`src/rtl/des_round_sequencer.sv`:
```
// Iterative DES round controller. It runs one Feistel round per clock through an external SP block
// and chains ITERATIONS 16-round encryptions with a descrypt salt-modified expansion.
module des_round_sequencer #(
    parameter int ITERATIONS = 25
) (
    input  logic        clk,
    input  logic        rst,
    input  logic        start,
    input  logic [11:0] salt,
    input  logic [63:0] block_in,
    output logic [3:0]  round_idx,
    input  logic [47:0] subkey,
    output logic [47:0] sp_din,
    input  logic [31:0] sp_dout,
    output logic        busy,
    output logic        done,
    output logic [63:0] block_out
);
    localparam int IW = 10;
    localparam logic [IW-1:0] LAST_ITER = IW'(ITERATIONS - 1);

    typedef enum logic [1:0] {IDLE, RUN, DONE} state_t;

    state_t        state;
    logic [31:0]   l_reg;
    logic [31:0]   r_reg;
    logic [11:0]   salt_reg;
    logic [IW-1:0] iter;
    logic [47:0]   e_std;
    logic [47:0]   e_salt;
    logic [31:0]   l_next;

    // Standard DES E. Output bit 47 is DES bit 1, and r_reg[31] is DES bit 1.
    assign e_std = {r_reg[0], r_reg[31:27], r_reg[28:23], r_reg[24:19], r_reg[20:15],
                    r_reg[16:11], r_reg[12:7], r_reg[8:3], r_reg[4:0], r_reg[31]};

    // NOTE: the full default ahead of the loop leaves no bit unassigned on any path, so no latch is inferred.
    always_comb begin
        e_salt = e_std;
        for (int i = 0; i < 12; i++) begin
            if (salt_reg[i]) begin
                e_salt[47-i] = e_std[23-i];
                e_salt[23-i] = e_std[47-i];
            end
        end
    end

    assign sp_din = e_salt ^ subkey;
    assign l_next = l_reg ^ sp_dout;

    // NOTE: reset is sampled at the clock edge, and every state bit uses non-blocking assignment.
    always_ff @(posedge clk) begin
        if (rst) begin
            state     <= IDLE;
            busy      <= 1'b0;
            done      <= 1'b0;
            round_idx <= 4'd0;
            iter      <= '0;
            l_reg     <= '0;
            r_reg     <= '0;
            salt_reg  <= '0;
            block_out <= '0;
        end else begin
            done <= 1'b0;
            case (state)
                IDLE: begin
                    if (start) begin
                        l_reg     <= block_in[63:32];
                        r_reg     <= block_in[31:0];
                        salt_reg  <= salt;
                        round_idx <= 4'd0;
                        iter      <= '0;
                        busy      <= 1'b1;
                        state     <= RUN;
                    end
                end
                RUN: begin
                    round_idx <= round_idx + 4'd1;
                    if (round_idx == 4'd15) begin
                        // Round 16 does not swap, so (L,R) is now R16||L16. That is the final
                        // result and also the next iteration's L0/R0.
                        l_reg <= l_next;
                        iter  <= iter + IW'(1);
                        if (iter == LAST_ITER) begin
                            block_out <= {l_next, r_reg};
                            busy      <= 1'b0;
                            done      <= 1'b1;
                            state     <= DONE;
                        end
                    end else begin
                        l_reg <= r_reg;
                        r_reg <= l_next;
                    end
                end
                DONE: begin
                    state <= IDLE;
                end
                default: begin
                    state <= IDLE;
                end
            endcase
        end
    end
endmodule

```
`config.mk`:
```
export PLATFORM = sky130hd
export DESIGN_NAME = des_round_sequencer
export DESIGN_NICKNAME = d
export VERILOG_FILES = /design/src/rtl/des_round_sequencer.sv
export SDC_FILE = /design/constraint.sdc
export NUM_CORES = 1
export LEC_CHECK = 0
export CORE_MARGIN = 1.5
export CORE_UTILIZATION = 49
export DETAILED_ROUTE_END_ITERATION = 10
export PLACE_DENSITY = 0.86
export SYNTH_ARGS = -nofsm -noshare
export SYNTH_HDL_FRONTEND = slang
export SYNTH_SLANG_ARGS = --single-unit
```
`constraint.sdc`:
```
create_clock -name clk -period 2.67 [get_ports clk]
set_input_delay 0.534 -clock clk [delete_from_list [all_inputs] [get_ports clk]]
set_output_delay 0.534 -clock clk [all_outputs]
set_load 0.02 [all_outputs]
```
## Word-level counts from Yosys, hierarchy flattened

Cells that the tools add are included.

- Register bits: 158
- Latch bits: 0
- Memory bits (writable): 0
- Bits in read-only memories: 0
- Logic and storage cells: 76
- Memories: 0

- $add $sub $neg: 2
- $mul: 0
- Divide/modulo/power cells: 0
- Magnitude comparators: 0
- Eq/ne operators: 7
- Shift operators: 0
- Multiplexer cells: 44
- Bitwise logic cells: 4
- Reduce and logical (&&, ||, !) cells: 10

Operators with widths:

| cell | count |
|---|---|
| 2-to-1 mux 32 bit | 4 |
| one-hot mux 32 bit (2 select lines) | 2 |
| bitwise XOR 48 bit | 1 |
| bitwise XOR 32 bit | 1 |
| 2-to-1 mux 1 bit | 28 |
| 2-to-1 mux 10 bit | 2 |
| one-hot mux 10 bit (2 select lines) | 1 |
| AND reduction 3 bit | 4 |
| adder 10 x 1 -> 10 bit (second input constant) | 1 |
| == test 10 x 5 -> 1 bit (second input constant) | 1 |
| != test 2 bit (second input constant) | 4 |
| one-hot mux 4 bit (2 select lines) | 1 |
| 2-to-1 mux 2 bit | 3 |
| adder 4 x 1 -> 4 bit (second input constant) | 1 |
| == test 4 bit (second input constant) | 1 |
| 2-to-1 mux 4 bit | 1 |
| one-hot mux 2 bit (2 select lines) | 1 |
| AND reduction 2 bit | 2 |
| AND reduction 4 bit | 1 |
| OR reduction 3 bit | 1 |
| == test 2 x 1 -> 1 bit (second input constant) | 1 |
| logical NOT 2 bit | 1 |
| inverter 1 bit | 2 |
| one-hot mux 1 bit (2 select lines) | 1 |
| nonzero test 2 bit | 1 |

## Longest topological paths before layout

Gate-level depths: netlist of run 1.

- Word-level depth: 4
- Depth in mapped cells: 9
- Gate-level depth less buffers: 6

## Least setup slack after synthesis of run 1

No wires, ideal clock.

- Path kind: register to register
- From: register round_idx[0]
- To: register block_out[16]
- Arrival: 1.779 ns
- Path slack: 0.820 ns
- Stages on the path, launching flop included: 10
- Buffers on the path: 4
- Cell sequence: dfxtp_1 ha_1 and3_1 buf_4 and4_1 buf_6 buf_8 buf_12 nand2_1 a21oi_2

- Word-level cells in the longest chain between the ends: 2

Ends and longest elaborated chain:

| element | line | RTL |
|---|---|---|
| start, declared | 11 | `output logic [3:0] round_idx,` |
| start signal, assigned | 78 | `round_idx <= round_idx + 4'd1;` |
| == test 4 bit | 79 | `if (round_idx == 4'd15) begin` |
| AND reduction 3 bit (no line) | - |  |
| end signal, assigned | 85 | `block_out <= {l_next, r_reg};` |
| end, declared | 17 | `output logic [63:0] block_out` |

No other way between the ends.
A chain may end at the register's enable or synchronous reset.

## Final worst setup path of run 1

- From: register r_reg[8]
- To: output sp_din[37]

- Word-level cells in the longest chain between the ends: 2

Ends and longest elaborated chain:

| element | line | RTL |
|---|---|---|
| start, declared | 26 | `logic [31:0] r_reg;` |
| start signal, assigned | 69 | `r_reg <= block_in[31:0];` |
| start signal, assigned | 92 | `r_reg <= l_next;` |
| 2-to-1 mux 1 bit | 41 | `if (salt_reg[i]) begin` |
| bitwise XOR 48 bit | 48 | `assign sp_din = e_salt ^ subkey;` |
| end, declared | 13 | `output logic [47:0] sp_din,` |

No other way between the ends.

==> results of run 1 <==
[stage by stage]
| step | total power, mW | cells | setup slack (ns) | cell area (um^2) | utilization, % |
|---|---|---|---|---|---|
| global route | 6.56 | 1435 | 0.0659 | 11400 | 72.3 |
| detailed placement | 3.90 | 1405 | 0.313 | 10800 | 68.5 |
| floorplan | 3.25 | 960 | 0.820 | 7820 | - |
| global placement | 3.88 | 1405 | 0.341 | 10800 | 68.5 |
| CTS | 6.36 | 1435 | 0.115 | 11400 | 72.3 |
| finish | 6.36 | 1435 | 0.113 | 11400 | 72.3 |
[critical path: cells and delay by family, from the launching register on]
family,cells,cell delay [ns]
buffers and inverters,1,0.62
xor gates and xnor gates,1,0.17
muxes,1,0.17
DFF,1,0.63
[Yosys cell counts (2+ instances only)]
cell type and n:
nand2_1 219, dfxtp_1 158, a21oi_1 129, xnor2_1 64, o211ai_1 54, clkbuf_1 40, nand2b_1 38, nor2_1 36
a21oi_2 31, buf_2 26, a211oi_1 24, mux2i_1 24, o21ai_0 24, xor2_1 24, inv_1 14, o22a_1 12
nand2_2 6, nand3_1 5, a2111oi_2 3, buf_12 3, ha_1 3, nand4_1 3, buf_1 2
[layer usage]
layer	part of all wire [%]	global-route usage, %	vias to the layer above
met3	7.5	6.48	63
met2	48	50.3	337
met4	3.9	15.7	0
met5	0	0	-
met1	41	38.1	3693
li1	-	-	3751
[cell families after synthesis]
family          share of synthesized area [%]
flops                                    40.4
fa+ha+maj                               0.480
xor+xnor                                 9.85
simple gates                             17.4
compound gates                           23.2
mux                                      3.07
buf+inv                                  5.55
[placed cells by master (no fill, tap or decap), drive strengths merged, types with 3 or more instances in the layout]
cell type	netlist	final
clkdlybuf4s50	0	275
nand2	225	225
a21oi	160	160
dfxtp	158	158
xnor2	64	64
o211ai	54	54
nand2b	38	38
nor2	36	36
buf	34	28
o21ai	25	25
mux2i	24	24
xor2	24	24
a211oi	24	24
clkbuf	40	23
inv	14	14
o22a	12	12
nand3	5	5
clkinv	0	4
nand4	4	4
a2111oi	3	3
ha	3	3
bufinv	0	3
[final cells by class]
type                    instances  area [um^2]
well taps                     216          270
inverters                      14         52.6
fillers                      1217         4350
multi-input cells             714         4240
clock inverters                 7          110
flip-flops and latches        158         3160
clock buffers                  23          488
repair buffers                303         3040
[how the worst min path moves through the flow]
stage,startpoint,end
after global placement,block_out[1],block_out[1]
after detailed placement,block_out[55],block_out[55]
after floorplan,r_reg[17],r_reg[17]
final,block_out[43],block_out[43]
after CTS,block_out[55],block_out[55]
after global routing,block_out[28],block_out[28]
[power breakdown]
group	leakage, nW	switching, mW	internal [mW]
Combinational	2.26	0.598	0.667
Sequential	1.29	0.141	2.46
Clock	0.299	0.938	1.55
==> flow_summary.toml, run 1 <==
[sta]
finalSetupTns_ns = 0
final_max_slew_viol_count = 0
hold_viol = 0
worstMarginPinSlew_ns = 0.550
period_minus_slack_ns = 2.56
rsz0062_at_grt = "false"
fin_hold_ws_ns = 0.453
period_share_pct = 95.8
fmax_mhz = 391
clock-skew-final_ns = 0.00394
maxSlewHeadroom_pct = 63.3
report.final.setup_viol = 0

[floorplan]
die_area_mm2 = 0.0167
die_h_um = 129
fp.coreArea_mm2 = 0.0157
start_util_pct = 49.8
pin_count = 277
num_rows = 46
chipWidth_um = 129

[logic_synthesis]
synth_edf_count = 0
ys_seq_elements = 158
syn-num-nets = 1122
synth_top_flop_cell = "dfxtp_1"
netlist_area_mm2 = 0.00782
ys_types = 41
yosys_warnings = 0
synthArstFlopShare_pct = 0
netlist.area_leader.share_pct = 40.4
synth-seq-area-share_pct = 40.4
synth_area_leader_cell = "dfxtp_1"
avgSynthCellArea_um2 = 8.15
netlist_instances = 960
netlist_top_cells_area = "dfxtp_1, nand2_1, a21oi_1, xnor2_1, o211ai_1"

[power_and_ir_drop]
vdd_drop_max_mv = 0.468
power_density_mw_per_mm2 = 559
power_leakage_nw = 3.85

[worst_setup_path]
reg2reg_to = "busy"
critPathKind = "reg2out"
worstSetupEndpoint = "sp_din[37]"
crit_start = "r_reg[8]"
worst_path_max_delay_cell = "dfxtp_1"
timing.reg2reg.setup_slack_ns = 0.59
cp-start-kind = "register"
setup.worst_path.end_class = "output pin"
critPathMaxFanout = 6
r2r_start = "round_idx[0]"
rr_worst_depth = 7
arrival_ns = 2.02
crit_path_max_incr_delay_ns = 0.63
required_ns = 2.14
crit_chain = "mux2i_1, xnor2_1, clkdlybuf4s50_1"

[placed_design]
routabilityCongestion = 0.914
hpwl_mm = 18.1
portBuffers = 276

[flow_run]
maxCapViolCount = 0

[detailed_routing]
drt-initial-drc-count = 603
wire_per_inst_um = 17.9
drcViolationCount = 0
vias = 7844
ant_nets = 0
drt-pass1-iter-count = 5
avgViaCountPerCell = 5.47
wirelength_mm = 25.7

[final_layout]
syn_to_final_growth_pct = 45.3
drive_above_1_share_pct = 8.53
diodes = 0
largest_register_ffs = 64
num-nets-final = 1370

[grt]
antenna_found_initial = 0
grt_pass1_vias = 7518
grt_pass1_wl_mm = 39.3
grt_max_degree = 103
grt_use_total_pct = 30.6
grt-ovfl-total = 0

[clocking]
clkSlewWorstSetupHoldPaths_ns = 0.06
cts-root-buf = "clkbuf_16"
cts_resized = 0
cts_setup_buffers = 0
cts.sinks = 158
numCtsBuffers = 17
clk_path_buf_depth = 2
htreeDepth = 4
hold_buffers = 0
tritoncts = "yes"
clk_latency_ns = 0.42

[hold_path]
min_delay_path_depth = 2
min_path_type = "reg2reg"

[status]
status = "finished, final reports clean"
(Power assumes the default switching activity.)
==> run 2: changes to the inputs <==
Settings changed: CAP_MARGIN set to 10.
==> results of run 2 <==
Final layout, timing and power as in run 1 (identical DEF).
==> run 3: changes to the inputs <==
Settings changed: CORE_UTILIZATION 49 to 50, CTS_BUF_LIST set to sky130_fd_sc_hd__clkbuf_4 sky130_fd_sc_hd__clkbuf_8, PLACE_DENSITY 0.86 to 0.88.
==> run 3 against run 2 <==
  * Non-clock buffer count is 2 higher
  * Clock skew increased by 0.0094 ns
  * First-iteration DRC count grew 17%
  * Sequential share of layout area up 0.50 points
  * Combinational power hardly changed
  * Register-to-register slack got worse by 0.18 ns
==> flow_summary.toml, run 3 (synthesized netlist as in run 1, its figures left out) <==
[status]
status = "finished, final reports clean"

[grt]
grt_pass1_wl_mm = 39.6
grt_max_degree = 53
grt-ovfl-total = 0
grt_pass1_vias = 7443
antenna_found_initial = 0
grt_use_total_pct = 31.1

[final_layout]
fillCellCount = 1136
num-nets-final = 1372
regArea_mm2 = 0.00316
diodes = 0
layout.cells.non_filler = 1432
largest_register_ffs = 64
syn_to_final_growth_pct = 42.8
mostFrequentLayoutCells = "clkdlybuf4s50_1, nand2_1, dfxtp_1, a21oi_1, xnor2_1"
multiInputGateArea_mm2 = 0.00424
final_common_cell = "clkdlybuf4s50_1"
fin_area_mm2 = 0.0112
drive_above_1_share_pct = 8.93

[floorplan]
pin_count = 277
die_h_um = 128
fp.coreArea_mm2 = 0.0153
die_area_mm2 = 0.0164
chipWidth_um = 128
num_rows = 45
start_util_pct = 51.3

[hold_path]
min_path_type = "reg2reg"
worstHoldStart = "block_out[0]"
min_to = "block_out[0]"
min_delay_path_depth = 2

[sta]
finalSetupTns_ns = 0
setup_ws_ns = 0.114
maxSlewHeadroom_pct = 60.0
period_minus_slack_ns = 2.56
final_max_slew_viol_count = 0
worstMarginPinSlew_ns = 0.600
fmax_mhz = 391
clock-skew-final_ns = 0.0134
hold_viol = 0
rsz0062_at_grt = "false"
period_share_pct = 95.7
report.final.setup_viol = 0

[worst_setup_path]
arrival_ns = 2.02
rr_worst_depth = 7
setup.worst_path.end_class = "output pin"
cp_num_buf_inv = 1
crit_path_max_incr_delay_ns = 0.65
crit_chain = "mux2i_1, xnor2_1, clkdlybuf4s50_1"
timing.reg2reg.setup_slack_ns = 0.41
reg2reg_to = "block_out[10]"
critPathKind = "reg2out"
r2r_start = "iter[0]"
cp-start-kind = "register"
crit_family = "buffers and inverters"
required_ns = 2.14
worst_path_max_delay_cell = "clkdlybuf4s50_1"
critPathMaxFanout = 7

[power_and_ir_drop]
p_total_mw = 5.80
power_leakage_nw = 3.76
power_density_mw_per_mm2 = 519
vdd_drop_max_mv = 0.318

[clocking]
cts-root-buf = "clkbuf_8"
clkSlewWorstSetupHoldPaths_ns = 0.08
clk_path_buf_depth = 2
tritoncts = "yes"
clk_latency_ns = 0.46
cts_setup_buffers = 0
numCtsBuffers = 17
cts.sinks = 158
htreeDepth = 4

[placed_design]
place_ws_ns = 0.313
place_inst = 1402
hpwl_mm = 18.2
routabilityCongestion = 0.922
postPlaceCellArea_mm2 = 0.0108
portBuffers = 276

[detailed_routing]
drt-pass1-iter-count = 5
drcViolationCount = 0
vias = 7901
wire_per_inst_um = 18.0
wirelength_mm = 25.8
ant_nets = 0
avgViaCountPerCell = 5.52
drt-initial-drc-count = 705

[flow_run]
maxCapViolCount = 0
-- run 3: cell types whose count changed in the layout (fill, tap and decap cells not counted) --
cell,delta
clkbuf_16,-17
buf_12,-2
clkbuf_8,+13
clkbuf_1,-2
buf_4,+4
clkinv_2,-2
clkinv_4,+1
dfxtp_2,+1
bufinv_16,+1
clkbuf_4,+2
dfxtp_1,-1
clkinvlp_4,+4
-- run 3: metrics by stage --
stage / util (%) / hold slack (ns)
2_1_floorplan: - / 0.466
3_3_place_gp: 70.5 / 0.441
3_5_place_dp: 70.5 / 0.446
4_1_cts: 73.2 / 0.419
5_1_grt: 73.2 / 0.440
6_report: 73.2 / 0.451
-- run 3: per-layer routing --
layer  vias up  global-route usage (%)  routed length (um)
li1       3757                       -                   -
met2       379                    52.7               12600
met3        38                    5.51                1920
met1      3727                    40.4               10700
met5         -                       0                   0
met4         0                    9.78                 552
-- run 3: worst max path at each step --
stage | start | to | cells after the start
2_1_floorplan | round_idx[0] | block_out[16] | 9
3_3_place_gp | subkey[17] | sp_din[17] | 3
3_5_place_dp | subkey[25] | sp_din[25] | 3
4_1_cts | r_reg[8] | sp_din[37] | 3
5_1_grt | salt_reg[11] | sp_din[36] | 3
6_report | r_reg[11] | sp_din[18] | 3
-- run 3: power by group --
part | leakage (nW) | internal, mW | switching [mW]
combinational | 2.27 | 0.671 | 0.615
sequential | 1.29 | 2.46 | 0.139
clock | 0.200 | 1.03 | 0.895
-- run 3: cell type report --
class / count / share of cell area (%)
clock buffer: 19 / 2.23
timing repair buffer: 305 / 27.1
multi-input combinational: 714 / 38.0
tap: 211 / 2.36
sequential: 158 / 28.3
clock inverter: 11 / 1.51
inverter: 14 / 0.470
-- run 3: repair_timing --
item,in CTS,in global routing
hold endpoints to repair,0,0
gates resized for setup,0,1
setup endpoints to repair,0,1
hold buffers,0,0
-- run 3: tightest hold or removal path, stage by stage, from the launching register on --
cell	delay [ns]
dfxtp_1	0.31
nand2_1	0.05
a21oi_1	0.05
